[config.mk]
export PLATFORM = sky130hd
export DESIGN_NAME = hazard_unit
export DESIGN_NICKNAME = d
export VERILOG_FILES = /design/src/rtl/hazard_pkg.sv /design/src/rtl/hazard_sat_counter.sv /design/src/rtl/hazard_unit.sv
export SDC_FILE = /design/constraint.sdc
export NUM_CORES = 1
export LEC_CHECK = 0
export CAP_MARGIN = 20
export CELL_PAD_IN_SITES_DETAIL_PLACEMENT = 0
export CELL_PAD_IN_SITES_GLOBAL_PLACEMENT = 1
export CORE_MARGIN = 1.5
export CORE_UTILIZATION = 32
export CTS_CLUSTER_SIZE = 8
export DETAILED_ROUTE_END_ITERATION = 8
export HOLD_SLACK_MARGIN = 0.06
export MAX_ROUTING_LAYER = met4
export PLACE_DENSITY = 0.82
export SYNTH_ARGS = -nofsm -noshare
export SYNTH_HDL_FRONTEND = slang
export SYNTH_SLANG_ARGS = --single-unit
export TNS_END_PERCENT = 50
[constraint.sdc]
create_clock -name clk -period 1.7 [get_ports clk]
set_input_delay 0.255 -clock clk [delete_from_list [all_inputs] [get_ports clk]]
set_output_delay 0.255 -clock clk [all_outputs]
set_load 0.02 [all_outputs]
[src/rtl/hazard_pkg.sv]
// Shared types and helpers for the pipeline hazard unit: shadow slot record,
// register-zero constant and the RAW match test.
package hazard_pkg;

  localparam int unsigned SLOT_AW = 5;

  typedef struct packed {
    logic               valid;
    logic               reg_write;
    logic               mem_read;
    logic [SLOT_AW-1:0] dest;
  } shadow_slot_t;

  localparam logic [SLOT_AW-1:0] REG_ZERO    = '0;
  localparam shadow_slot_t       BUBBLE_SLOT = '0;

  // True when the ID instruction reads the (non-zero) register a slot will write.
  function automatic logic slot_match(input shadow_slot_t slot,
                                      input logic uses_rs, input logic [SLOT_AW-1:0] rs,
                                      input logic uses_rt, input logic [SLOT_AW-1:0] rt);
    return slot.valid && (slot.dest != REG_ZERO) &&
           ((uses_rs && (rs == slot.dest)) || (uses_rt && (rt == slot.dest)));
  endfunction

endpackage

[src/rtl/hazard_sat_counter.sv]
// Saturating up-counter used for the stall/flush performance counters.
module hazard_sat_counter #(
  parameter int unsigned W = 32
) (
  input  logic         clk,
  input  logic         reset,
  input  logic         inc,
  output logic [W-1:0] count
);

  always_ff @(posedge clk) begin
    if (reset) begin
      count <= '0;
    end else if (inc && (count != {W{1'b1}})) begin
      count <= count + W'(1);
    end
  end

endmodule

[src/rtl/hazard_unit.sv]
// Load-use / branch-flush hazard control with shadow EX/MEM destination tracking.
// Define HAZARD_FULL_INTERLOCK_EN to also stall on any EX/MEM RAW dependence.
module hazard_unit
  import hazard_pkg::*;
#(
  parameter int unsigned CNT_W  = 32,
  parameter int unsigned REG_AW = SLOT_AW
) (
  input  logic              clk,
  input  logic              reset,
  input  logic              idValid,
  input  logic [REG_AW-1:0] idRs,
  input  logic [REG_AW-1:0] idRt,
  input  logic              idUsesRs,
  input  logic              idUsesRt,
  input  logic              idRegWrite,
  input  logic              idMemRead,
  input  logic [REG_AW-1:0] idDest,
  input  logic              branchTakenEx,
  output logic              hazard,
  output logic              branchControlEx,
  output logic              flushIfId,
  output logic              pcWrite,
  output logic              ifIdWrite,
  output logic [CNT_W-1:0]  stallCycles,
  output logic [CNT_W-1:0]  flushCycles
);

  shadow_slot_t       ex_slot;
  shadow_slot_t       mem_slot;
  logic [SLOT_AW-1:0] rs;
  logic [SLOT_AW-1:0] rt;
  logic               ex_match;
  logic               mem_match;
  logic               stall_c;

  assign rs        = SLOT_AW'(idRs);
  assign rt        = SLOT_AW'(idRt);
  assign ex_match  = slot_match(ex_slot,  idUsesRs, rs, idUsesRt, rt);
  assign mem_match = slot_match(mem_slot, idUsesRs, rs, idUsesRt, rt);

`ifdef HAZARD_FULL_INTERLOCK_EN
  // Without forwarding every pending EX/MEM write must drain before ID reads it.
  assign stall_c = idValid && ((ex_slot.mem_read  && ex_match) ||
                               (ex_slot.reg_write && ex_match) ||
                               (mem_slot.reg_write && mem_match));
`else
  logic mem_match_unused;
  assign mem_match_unused = mem_match;
  assign stall_c = idValid && ex_slot.mem_read && ex_match;
`endif

  // Branch beats load-use: the ID instruction is squashed, so no stall is needed.
  always_comb begin
    hazard          = 1'b0;
    branchControlEx = 1'b0;
    flushIfId       = 1'b0;
    pcWrite         = 1'b0;
    ifIdWrite       = 1'b0;
    if (!reset) begin
      if (branchTakenEx) begin
        branchControlEx = 1'b1;
        flushIfId       = 1'b1;
        pcWrite         = 1'b1;
        ifIdWrite       = 1'b1;
      end else if (stall_c) begin
        hazard = 1'b1;
      end else begin
        pcWrite   = 1'b1;
        ifIdWrite = 1'b1;
      end
    end
  end

  // Shadow of the destinations travelling through EX and MEM.
  always_ff @(posedge clk) begin
    if (reset) begin
      ex_slot  <= BUBBLE_SLOT;
      mem_slot <= BUBBLE_SLOT;
    end else begin
      mem_slot <= ex_slot;
      if (hazard || branchControlEx || !idValid) begin
        ex_slot <= BUBBLE_SLOT;
      end else begin
        ex_slot <= '{valid: 1'b1, reg_write: idRegWrite, mem_read: idMemRead,
                     dest: SLOT_AW'(idDest)};
      end
    end
  end

  hazard_sat_counter #(.W(CNT_W)) u_stall_cnt (
    .clk   (clk),
    .reset (reset),
    .inc   (hazard),
    .count (stallCycles)
  );

  hazard_sat_counter #(.W(CNT_W)) u_flush_cnt (
    .clk   (clk),
    .reset (reset),
    .inc   (branchControlEx),
    .count (flushCycles)
  );

endmodule
# After elaboration in Yosys (flattened, before gate mapping)
# Cells that the tools add are included.
# totals
register_bits	71
wordCells	34
# classes
addsub	2
n_eq_ne	4
n_mux	9
n_reduce_logical	14
# ops
op	n
adder 32 x 1 -> 32 bit (second input constant)	2
!= test 32 bit (second input constant)	2
== test 5 bit	2
logical AND 1 bit	8
2-to-1 mux 1 bit	8
2-to-1 mux 8 bit	1
nonzero test 5 bit	1
logical OR 1 bit	3
OR reduction 2 bit	1
logical NOT 1 bit	1

# Logic depth before layout (Yosys ltp)
# Gate-level depths: netlist of the first run.
# logic_depth
ltp_word	11
mapped_depth	8
mapped_depth_nobuf	7

# Hierarchy
# From an unflattened synthesis of the first run, not the netlist that was laid out.
# unflattened
cells_unflattened	444
hier_area_um2	3764.9
# modules_own_cells
module	n_inst	cells_per_inst	area_per_inst_um2	seq_area_each_um2
hazard_sat_counter	2	199	1674.1	640.6
hazard_unit	1	46	416.6	140.1

# Least setup slack after synthesis of the first run
# OpenSTA, ideal clock, no wires.
# synth_timing
kind	reg2reg
from	register u_stall_cnt.count[21]
to	register u_stall_cnt.count[1]
setup_time_ns	0.128
arrival_time_ns	1.850
t_required_ns	1.572
setup_slack_ns	-0.278
stages_incl_launch_ff	9
n_path_buf	2
synth_period_minus_slack_ns	1.978
path_cell_list	dfxtp_1 > nand4_1 > nor3_2 > nand4_1 > nand3_2 > buf_4 > buf_4 > mux2i_1 > nor2_1
# synth_via
elab_chain_len	2
# synth_lines
element	line	source
from (decl)	hazard_sat_counter.sv:8	output logic [W-1:0] count
from (signal assigned)	hazard_sat_counter.sv:15	count <= count + W'(1);
!= test 32 bit	hazard_sat_counter.sv:14	end else if (inc && (count != {W{1'b1}})) begin
logical AND 1 bit	hazard_sat_counter.sv:14	
# Every way passes these cells.
# A chain may end at the register's enable or synchronous reset.

# Final worst setup path of the first run
# layout_timing
from	input idRt[3]
to	register u_stall_cnt.count[13]
# layout_via
elab_chain_len	9
# layout_lines
element	line	source
from (decl)	hazard_unit.sv:13	input logic [REG_AW-1:0] idRt,
== test 5 bit	hazard_pkg.sv:22	((uses_rs && (rs == slot.dest)) || (uses_rt && (rt == slot.dest)));
logical AND 1 bit	hazard_pkg.sv:22	
logical OR 1 bit	hazard_pkg.sv:22	
logical AND 1 bit	hazard_pkg.sv:21	return slot.valid && (slot.dest != REG_ZERO) &&
logical AND 1 bit	hazard_unit.sv:50	assign stall_c = idValid && ex_slot.mem_read && ex_match;
2-to-1 mux 1 bit	hazard_unit.sv:66	end else if (stall_c) begin
2-to-1 mux 1 bit	hazard_unit.sv:61	if (branchTakenEx) begin
2-to-1 mux 1 bit	hazard_unit.sv:60	if (!reset) begin
logical AND 1 bit	hazard_sat_counter.sv:14	
# Every way passes these cells.

==> results.md, run 1 <==
* Number of pins with negative max-slew slack in the final report at 0
* Worst slew margin relative to its limit at 69.6%
* Worst path buffer plus inverter count at 3
* CTS tree: yes
* Antenna violations before repair at 0
* # hold bufs at CTS at 0
* Maximum operating frequency at 0.503 GHz
* Wire length of the first global-routing pass at 17400 um
* Number of inserted filler cells in the final layout at 892
* Row count at 37
* First-pass iteration count of the detailed router at 4
* Buffers on Ports at 90
* Layout Nets at 631
* Part of the power in the clock network at 44.3%
* Crit-path slowest cell: sky130_fd_sc_hd__clkdlybuf4s50_1
* Clk slew on worst S/H paths at 90 ps
* Global Route met3 Usage at 3.95%
* Global-route track usage on met1 at 23.1%
* Vert. Die Dim at 107 um
* Width of the chip at 107 um
* Violations in the final reports: negative setup slack
* Combinational Power Share at 6.4%
* Total Routing Usage GR at 19.2%
* Sort of element at the end of the critical path: flop
* Flops & latches, synth at 71
* Core occupancy in the finished layout at 60.1%
* Total DRC errors in the routed layout at 0
* Startpoint type of the worst setup path: primary input
* Post-detailed-route wirelength per cell at 15.2 um
* Unrepaired setup endpoints after global routing: yes
* Slew of the pin with the lowest slew margin at 456 ps
* Post-layout min period at 1990 ps
* Fraction of final layout cells sized beyond drive strength 1 at 45.8%
* Antenna Diode Count at 0
* Post-detailed-route via-to-cell ratio at 5.18
* Switching power of the nets at 0.000779 W
* Library cells used by synthesis at 38
* Most Used Layer, Global Route: met2
* Share of total power consumed by net switching at 23.3%
* Die ar. at 0.0114 mm^2
* Number of top-level design ports at 92
* Asr flop ratio synth at 0%
* Worst Path Class, Setup: primary input to flop
* Most frequent cell on the critical path: sky130_fd_sc_hd__buf_12
* Hold Slack at 359 ps
* Total number of H-tree levels at 3
* Number of buffers on the longest clock path at 2
* Clk Latency, worst-skew pair at 350 ps
* Warning count from the yosys run at 0
* Fraction of power consumed by sequential logic at 49.3%
* Root cell of the clock tree: sky130_fd_sc_hd__clkbuf_8
* CP Data Required Time at 1980 ps
* Number of synthesized flops with an enable pin at 0
* Number of global-route vias before repair at 3815
* Fraction of the yosys area taken by sequential cells at 41.1%
* Inserted Clock Buffers at 9
* Peak supply drop at 0.411 mV
* Crit path arrival time at 2270 ps
* CP max FO at 8
* Power density over cell area at 534 mW/mm^2
* Overflow after GRT at 0
* Footprint of the multi-input gates at 0.00243 mm^2
* Finish-stage setup viols at 38
* Final wirelength at 11400 um
* Count of nets left with antenna violations after detail routing at 0
* Result of the run: finished, violations left
* CP Cell Sequence: clkdlybuf4s50_1, xnor2_2, nand4_1, o22ai_4, buf_12, nand3_4, buf_12, or4_4, a21oi_2
* Area used by sequential logic in the layout at 0.00155 mm^2
* Synth Area per Inst at 8.38 um^2
* Max Cap Violations at 0
* Final setup slack of the worst path at -289 ps
* Violation count after the first detailed-routing iteration at 86
* Most common flop cell mapped by yosys: sky130_fd_sc_hd__dfxtp_1
* Count of vias placed by the detailed router at 3870
* Type of the worst min-delay path: primary input to flop
* Int Power at 0.00256 W
* Area of the placeable core at 0.0104 mm^2
* Final Wtd Congestion at 0.767
* Clock sink count at 71
* Slowest cell delay on critical path at 500 ps
* Final clock period utilization by the worst path at 117%
* Clock skew at 14.3 ps
* Net Count, Synth at 437
* Initial cell density of the core at 33.2%
* Area Growth Syn to Fin at 81.1%
* Met2 track demand over resource at 33.1%
* Number of hold violations in the final report at 0
* Netlist area before placement at 0.00345 mm^2
* Maximum number of pins on one net before global-route repair at 39
* Leakage power figure at 2.75 nW
* Setup slack after placement at -690 ps
* Top cell family by delay on the critical path: buffers and inverters
* Setup tns final at -6740 ps
* Gate count of the mapped netlist at 412
* Hpwl dp at 7500 um
[what timing repair did]
item | 4_1_cts | 5_1_grt
setup endpoints to repair | 47 | 98
cloned | 3 | 4
hold endpoints to repair | 0 | 0
setup buffers | 5 | 3
gates resized for setup | 46 | 112
pin swaps | 33 | 28
[cells in the mapped netlist (3+ instances only)]
| cell type | number | area share, % |
|---|---|---|
| sky130_fd_sc_hd__nand3_1 | 30 | 4.3 |
| sky130_fd_sc_hd__nor2_1 | 41 | 4.5 |
| sky130_fd_sc_hd__dfxtp_1 | 71 | 41 |
| sky130_fd_sc_hd__or3_1 | 22 | 4.0 |
| sky130_fd_sc_hd__clkbuf_1 | 10 | 1.1 |
| sky130_fd_sc_hd__nand3_2 | 3 | 0.87 |
| sky130_fd_sc_hd__o21ai_0 | 22 | 3.2 |
| sky130_fd_sc_hd__o31ai_1 | 10 | 2.2 |
| sky130_fd_sc_hd__and2_1 | 8 | 1.4 |
| sky130_fd_sc_hd__a21oi_1 | 32 | 4.6 |
| sky130_fd_sc_hd__nand2_1 | 28 | 3.0 |
| sky130_fd_sc_hd__xor2_1 | 12 | 3.0 |
| sky130_fd_sc_hd__buf_2 | 4 | 0.58 |
| sky130_fd_sc_hd__buf_4 | 5 | 1.1 |
| sky130_fd_sc_hd__and3_1 | 10 | 1.8 |
| sky130_fd_sc_hd__or4_1 | 10 | 2.2 |
| sky130_fd_sc_hd__inv_1 | 8 | 0.87 |
| sky130_fd_sc_hd__nand4_1 | 12 | 2.2 |
| sky130_fd_sc_hd__xnor2_1 | 29 | 7.4 |
| sky130_fd_sc_hd__nor3_1 | 7 | 1.0 |
| sky130_fd_sc_hd__and4_1 | 8 | 2.0 |
| sky130_fd_sc_hd__nor4_1 | 9 | 1.6 |
[layer usage]
layer,up-vias,routed length (um)
li1,1898,-
met1,1857,4860
met2,101,5870
met3,14,520
met4,0,131
met5,-,0
[cells in the final DEF, fill, tap and decap left out, drive strengths merged, types with 9 or more instances in the layout]
cell type	count
nor4	10
o21ai	22
buf	111
nand2	28
or3	22
nand3	34
and3	10
a21oi	33
and4	12
nor2	41
o31ai	10
xnor2	29
or4	10
dfxtp	71
clkbuf	9
nand4	14
xor2	12
dlymetal6s2s	33
clkdlybuf4s50	47
[worst paths after layout]
path | start | to | slack, ps | cells after the start
min | reset | u_stall_cnt.count[18]$_SDFFE_PP0P_ | 360 | 3
min reg2reg | u_stall_cnt.count[20]$_SDFFE_PP0P_ | u_stall_cnt.count[20]$_SDFFE_PP0P_ | 520 | 2
max | idRt[3] | u_stall_cnt.count[13]$_SDFFE_PP0P_ | -290 | 9
max reg2reg | ex_slot[1]$_SDFF_PP0_ | u_stall_cnt.count[13]$_SDFFE_PP0P_ | -280 | 8
[tightest hold or removal path, delay by kind of cell]
kind                   cells  cell delay [ps]
buffers and inverters      2              380
AO/OA/AOI/OAI              1               40
[power by group through the flow]
stage                      logic, W  clock network, W  registers [W]
after floorplan           0.0000750                 0        0.00170
after global placement     0.000189                 0        0.00169
after detailed placement   0.000194                 0        0.00169
after CTS                  0.000199           0.00151        0.00165
after global routing       0.000228           0.00158        0.00165
final                      0.000213           0.00148        0.00165
[metrics by stage]
| step | area [um^2] | std cells | total power [W] |
|---|---|---|---|
| after floorplan | 3690 | 412 | 0.00177 |
| after global routing | 6260 | 747 | 0.00346 |
| final | 6260 | 747 | 0.00334 |
| after detailed placement | 5380 | 716 | 0.00188 |
| after CTS | 5790 | 740 | 0.00336 |
| after global placement | 5380 | 716 | 0.00188 |
[sequential cells by signal, indices dropped and copies added (netlist names)]
name and count:
ex_slot 7, u_flush_cnt.count 32, u_stall_cnt.count 32
[cell families (layout without fill, tap and decap cells)]
family                     Yosys count  in the layout  synth area share [%]
and+or+nand+nor                    203            207                  32.8
DFF                                 71             71                  41.1
AOI/OAI and AO/OA                   67             67                  11.0
xor gates and xnor gates            41             41                  10.4
buffers and inverters               27            222                  3.62
adders and majority gates            2              2                 0.724
muxes                                1              1                 0.290
[area by class of cell]
cell class	instances	share of cell area, %
Clock buffer	9	1.98
Timing Repair Buffer	198	29.9
Clock inverter	7	1.40
Sequential cell	71	24.7
Multi-Input combinational cell	318	38.8
Inverter	8	0.480
Tap cell	136	2.72
(Power assumes the default switching activity.)
==> inputs of run 2 (changes only) <==
Settings changed: REMOVE_ABC_BUFFERS from default to 1, SLEW_MARGIN from default to 20.
==> run 2 against run 1 <==
Compared with the run above:
- utilization is 1.5 points higher
- the flow still finishes with violations (negative setup slack)
- global-route usage is 0.71 points higher
- critical path depth is 1 lower
- first-iteration DRC count is 33% higher
- worst setup slack worse by 4.0 ps
- combinational power is 3% higher
- critical path type is now flop to flop
- clock-buffer cell count is 1 higher
- worst hold slack better by 45 ps
- via count is 0.21% lower
- sequential power hardly changed
==> results.md, run 2 (synthesis results as in run 1) <==
* Final wirelength at 11400 um (+0.64%)
* Finish-stage setup viols at 41 (+7.9%)
* CP Data Required Time at 1980 ps (about the same)
* Combinational Power Share at 6.0% (-0.4 points)
* Overflow after GRT at 0 (unchanged)
* Wire length of the first global-routing pass at 17700 um (+1.4%)
* Peak supply drop at 0.317 mV (-23%)
* Final setup slack of the worst path at -293 ps (-3.97 ps)
* CTS tree: yes
* Final clock period utilization by the worst path at 117% (+0.23 points)
* Leakage power figure at 3.08 nW (+12%)
* Antenna violations before repair at 0 (unchanged)
* Post-detailed-placement cell area at 0.00525 mm^2 (-2.4%)
* Count of vias placed by the detailed router at 3862 (-0.21%)
* CP Cell Sequence: xnor2_2, nand4_1, o22ai_4, buf_6, nand3_4, buf_12, or4_4, a21oi_1
* Violations in the final reports: negative setup slack
* Type of the worst min-delay path: primary input to flop
* Slew of the pin with the lowest slew margin at 439 ps (-16.7 ps)
* Area Growth Syn to Fin at 85.6%
* Post-layout total power at 0.00363 W (+8.6%)
* Die ar. at 0.0114 mm^2 (unchanged)
* Number of pins with negative max-slew slack in the final report at 0 (unchanged)
* Number of hold violations in the final report at 0 (unchanged)
* Post-layout min period at 1990 ps (+3.97 ps)
* Clk Latency, worst-skew pair at 360 ps (about the same)
* Clk slew on worst S/H paths at 80 ps (about the same)
* Count of nets left with antenna violations after detail routing at 0 (unchanged)
* First-pass iteration count of the detailed router at 4 (unchanged)
* Worst reg2reg setup slack at -290 ps (about the same)
* Area of the placeable core at 0.0104 mm^2 (unchanged)
* Violation count after the first detailed-routing iteration at 114 (+33%)
* Unrepaired setup endpoints after global routing: yes
* Total Routing Usage GR at 19.9% (+0.71 points)
* Most frequent cells in the layout: sky130_fd_sc_hd__buf_4 (107), sky130_fd_sc_hd__dfxtp_1 (52), sky130_fd_sc_hd__nor2_1 (40), sky130_fd_sc_hd__dlymetal6s2s_1 (40), sky130_fd_sc_hd__clkdlybuf4s50_1 (26)
* Top flop regs: u_flush_cnt.count (32), u_stall_cnt.count (32), ex_slot (7)
* Crit path arrival time at 2280 ps (about the same)
* Worst slew margin relative to its limit at 70.7% (+1.1 points)
* Fraction of final layout cells sized beyond drive strength 1 at 41.8% (-4.0 points)
* Most common cell after layout, fill and taps aside: sky130_fd_sc_hd__buf_4
* Power density over cell area at 566 mW/mm^2 (+6.0%)
* Clock skew at 15.2 ps (+0.940 ps)
* Share of total power consumed by net switching at 22.8% (-0.56 points)
* Int Power at 0.00280 W (+9.4%)
* Buffers on Ports at 90 (unchanged)
* Total DRC errors in the routed layout at 0 (unchanged)
* Final Instance Area at 0.00641 mm^2 (+2.5%)
* Maximum operating frequency at 0.502 GHz (-0.20%)
* CP max FO at 8 (unchanged)
* Worst path buffer plus inverter count at 2 (-1)
* Post-detailed-route via-to-cell ratio at 5.08 (-1.9%)
* Total number of H-tree levels at 3 (unchanged)
* Fraction of power consumed by sequential logic at 46.2% (-3.1 points)
* Number of top-level design ports at 92 (unchanged)
* Slowest cell delay on critical path at 400 ps (-100 ps)
* Crit-path slowest cell: sky130_fd_sc_hd__or4_4
* Max Cap Violations at 0 (unchanged)
* Sort of element at the end of the critical path: flop
* Number of global-route vias before repair at 3727 (-2.3%)
* Post-detailed-route wirelength per cell at 15.1 um (-1.1%)
* Width of the chip at 107 um (unchanged)
* Hpwl dp at 7550 um (+0.75%)
* Initial cell density of the core at 33.2% (unchanged)
* Top cell family by delay on the critical path: simple AND/OR/NAND/NOR gates
* Number of buffers on the longest clock path at 2 (unchanged)
* Root cell of the clock tree: sky130_fd_sc_hd__clkbuf_8
* Final Wtd Congestion at 0.828 (+8.0%)
* Vert. Die Dim at 107 um (unchanged)
* Antenna Diode Count at 0 (unchanged)
* Maximum number of pins on one net before global-route repair at 38 (-2.6%)
* Setup slack after placement at -725 ps (-34.8 ps)
* Part of the power in the clock network at 47.7% (+3.4 points)
* Layout Nets at 644 (+2.1%)
* Startpoint type of the worst setup path: flop
* Row count at 37 (unchanged)
* Inserted Clock Buffers at 9 (unchanged)
* Clock sink count at 71 (unchanged)
* # hold bufs at CTS at 0 (unchanged)
* Result of the run: finished, violations left
* Switching power of the nets at 0.000826 W (+6.0%)
* Worst Path Class, Setup: flop to flop
[run 2: power groups by stage]
stage / combinational, W / sequential (W) / clock (W)
6_report: 0.000219 / 0.00168 / 0.00173
5_1_grt: 0.000232 / 0.00168 / 0.00183
4_1_cts: 0.000209 / 0.00168 / 0.00175
3_5_place_dp: 0.000201 / 0.00172 / 0
3_3_place_gp: 0.000198 / 0.00172 / 0
2_1_floorplan: 0.0000511 / 0.00172 / 0
[run 2: area by class of cell]
type                    instances  area, um^2
fillers                       872        4010
multi-input cells             315        2460
repair buffers                214        2050
flip-flops and latches         71        1450
well taps                     136         170
clock buffers                  10         138
clock inverters                 6         116
inverters                       8        30.0
[run 2: worst reg2reg max path, stage by stage (launching register included)]
cell and delay [ps]:
sky130_fd_sc_hd__dfxtp_4 370, sky130_fd_sc_hd__xnor2_2 160, sky130_fd_sc_hd__nand4_1 160, sky130_fd_sc_hd__o22ai_4 250, sky130_fd_sc_hd__buf_6 150, sky130_fd_sc_hd__nand3_4 130, sky130_fd_sc_hd__buf_12 170, sky130_fd_sc_hd__or4_4 400
sky130_fd_sc_hd__a21oi_1 140
[run 2: path summary, 6_finish.rpt]
| kind | start | endpoint | depth (start not counted) |
|---|---|---|---|
| worst max-delay path | ex_slot[0]$_SDFF_PP0_ | u_stall_cnt.count[13]$_SDFFE_PP0P_ | 8 |
| worst min-delay path | reset | u_stall_cnt.count[7]$_SDFFE_PP0P_ | 4 |
| worst max register to register | ex_slot[0]$_SDFF_PP0_ | u_stall_cnt.count[13]$_SDFFE_PP0P_ | 8 |
| worst min register to register | u_stall_cnt.count[31]$_SDFFE_PP0P_ | u_stall_cnt.count[31]$_SDFFE_PP0P_ | 2 |
[run 2: timing repair]
action                                  CTS  global route
buffers inserted                          7            11
endpoints found under the setup margin   77           109
resized for setup                       104           133
gates cloned                              3             1
pin swaps                                39            53
[run 2: metrics by stage]
stage	setup TNS (ps)	utilization [%]	hold WS, ps	instances
3_5_place_dp	-31780	50.4	514	724
5_1_grt	-11890	61.5	408	760
2_1_floorplan	-15990	-	324	393
3_3_place_gp	-29200	50.4	493	724
4_1_cts	-5150	56.5	394	750
6_report	-6950	61.5	404	760
[run 2: per-layer routing]
layer	global-route usage [%]	routed length, um
met5	-	0
met4	6.00	126
met3	4.01	620
met2	34.3	5860
met1	23.5	4840
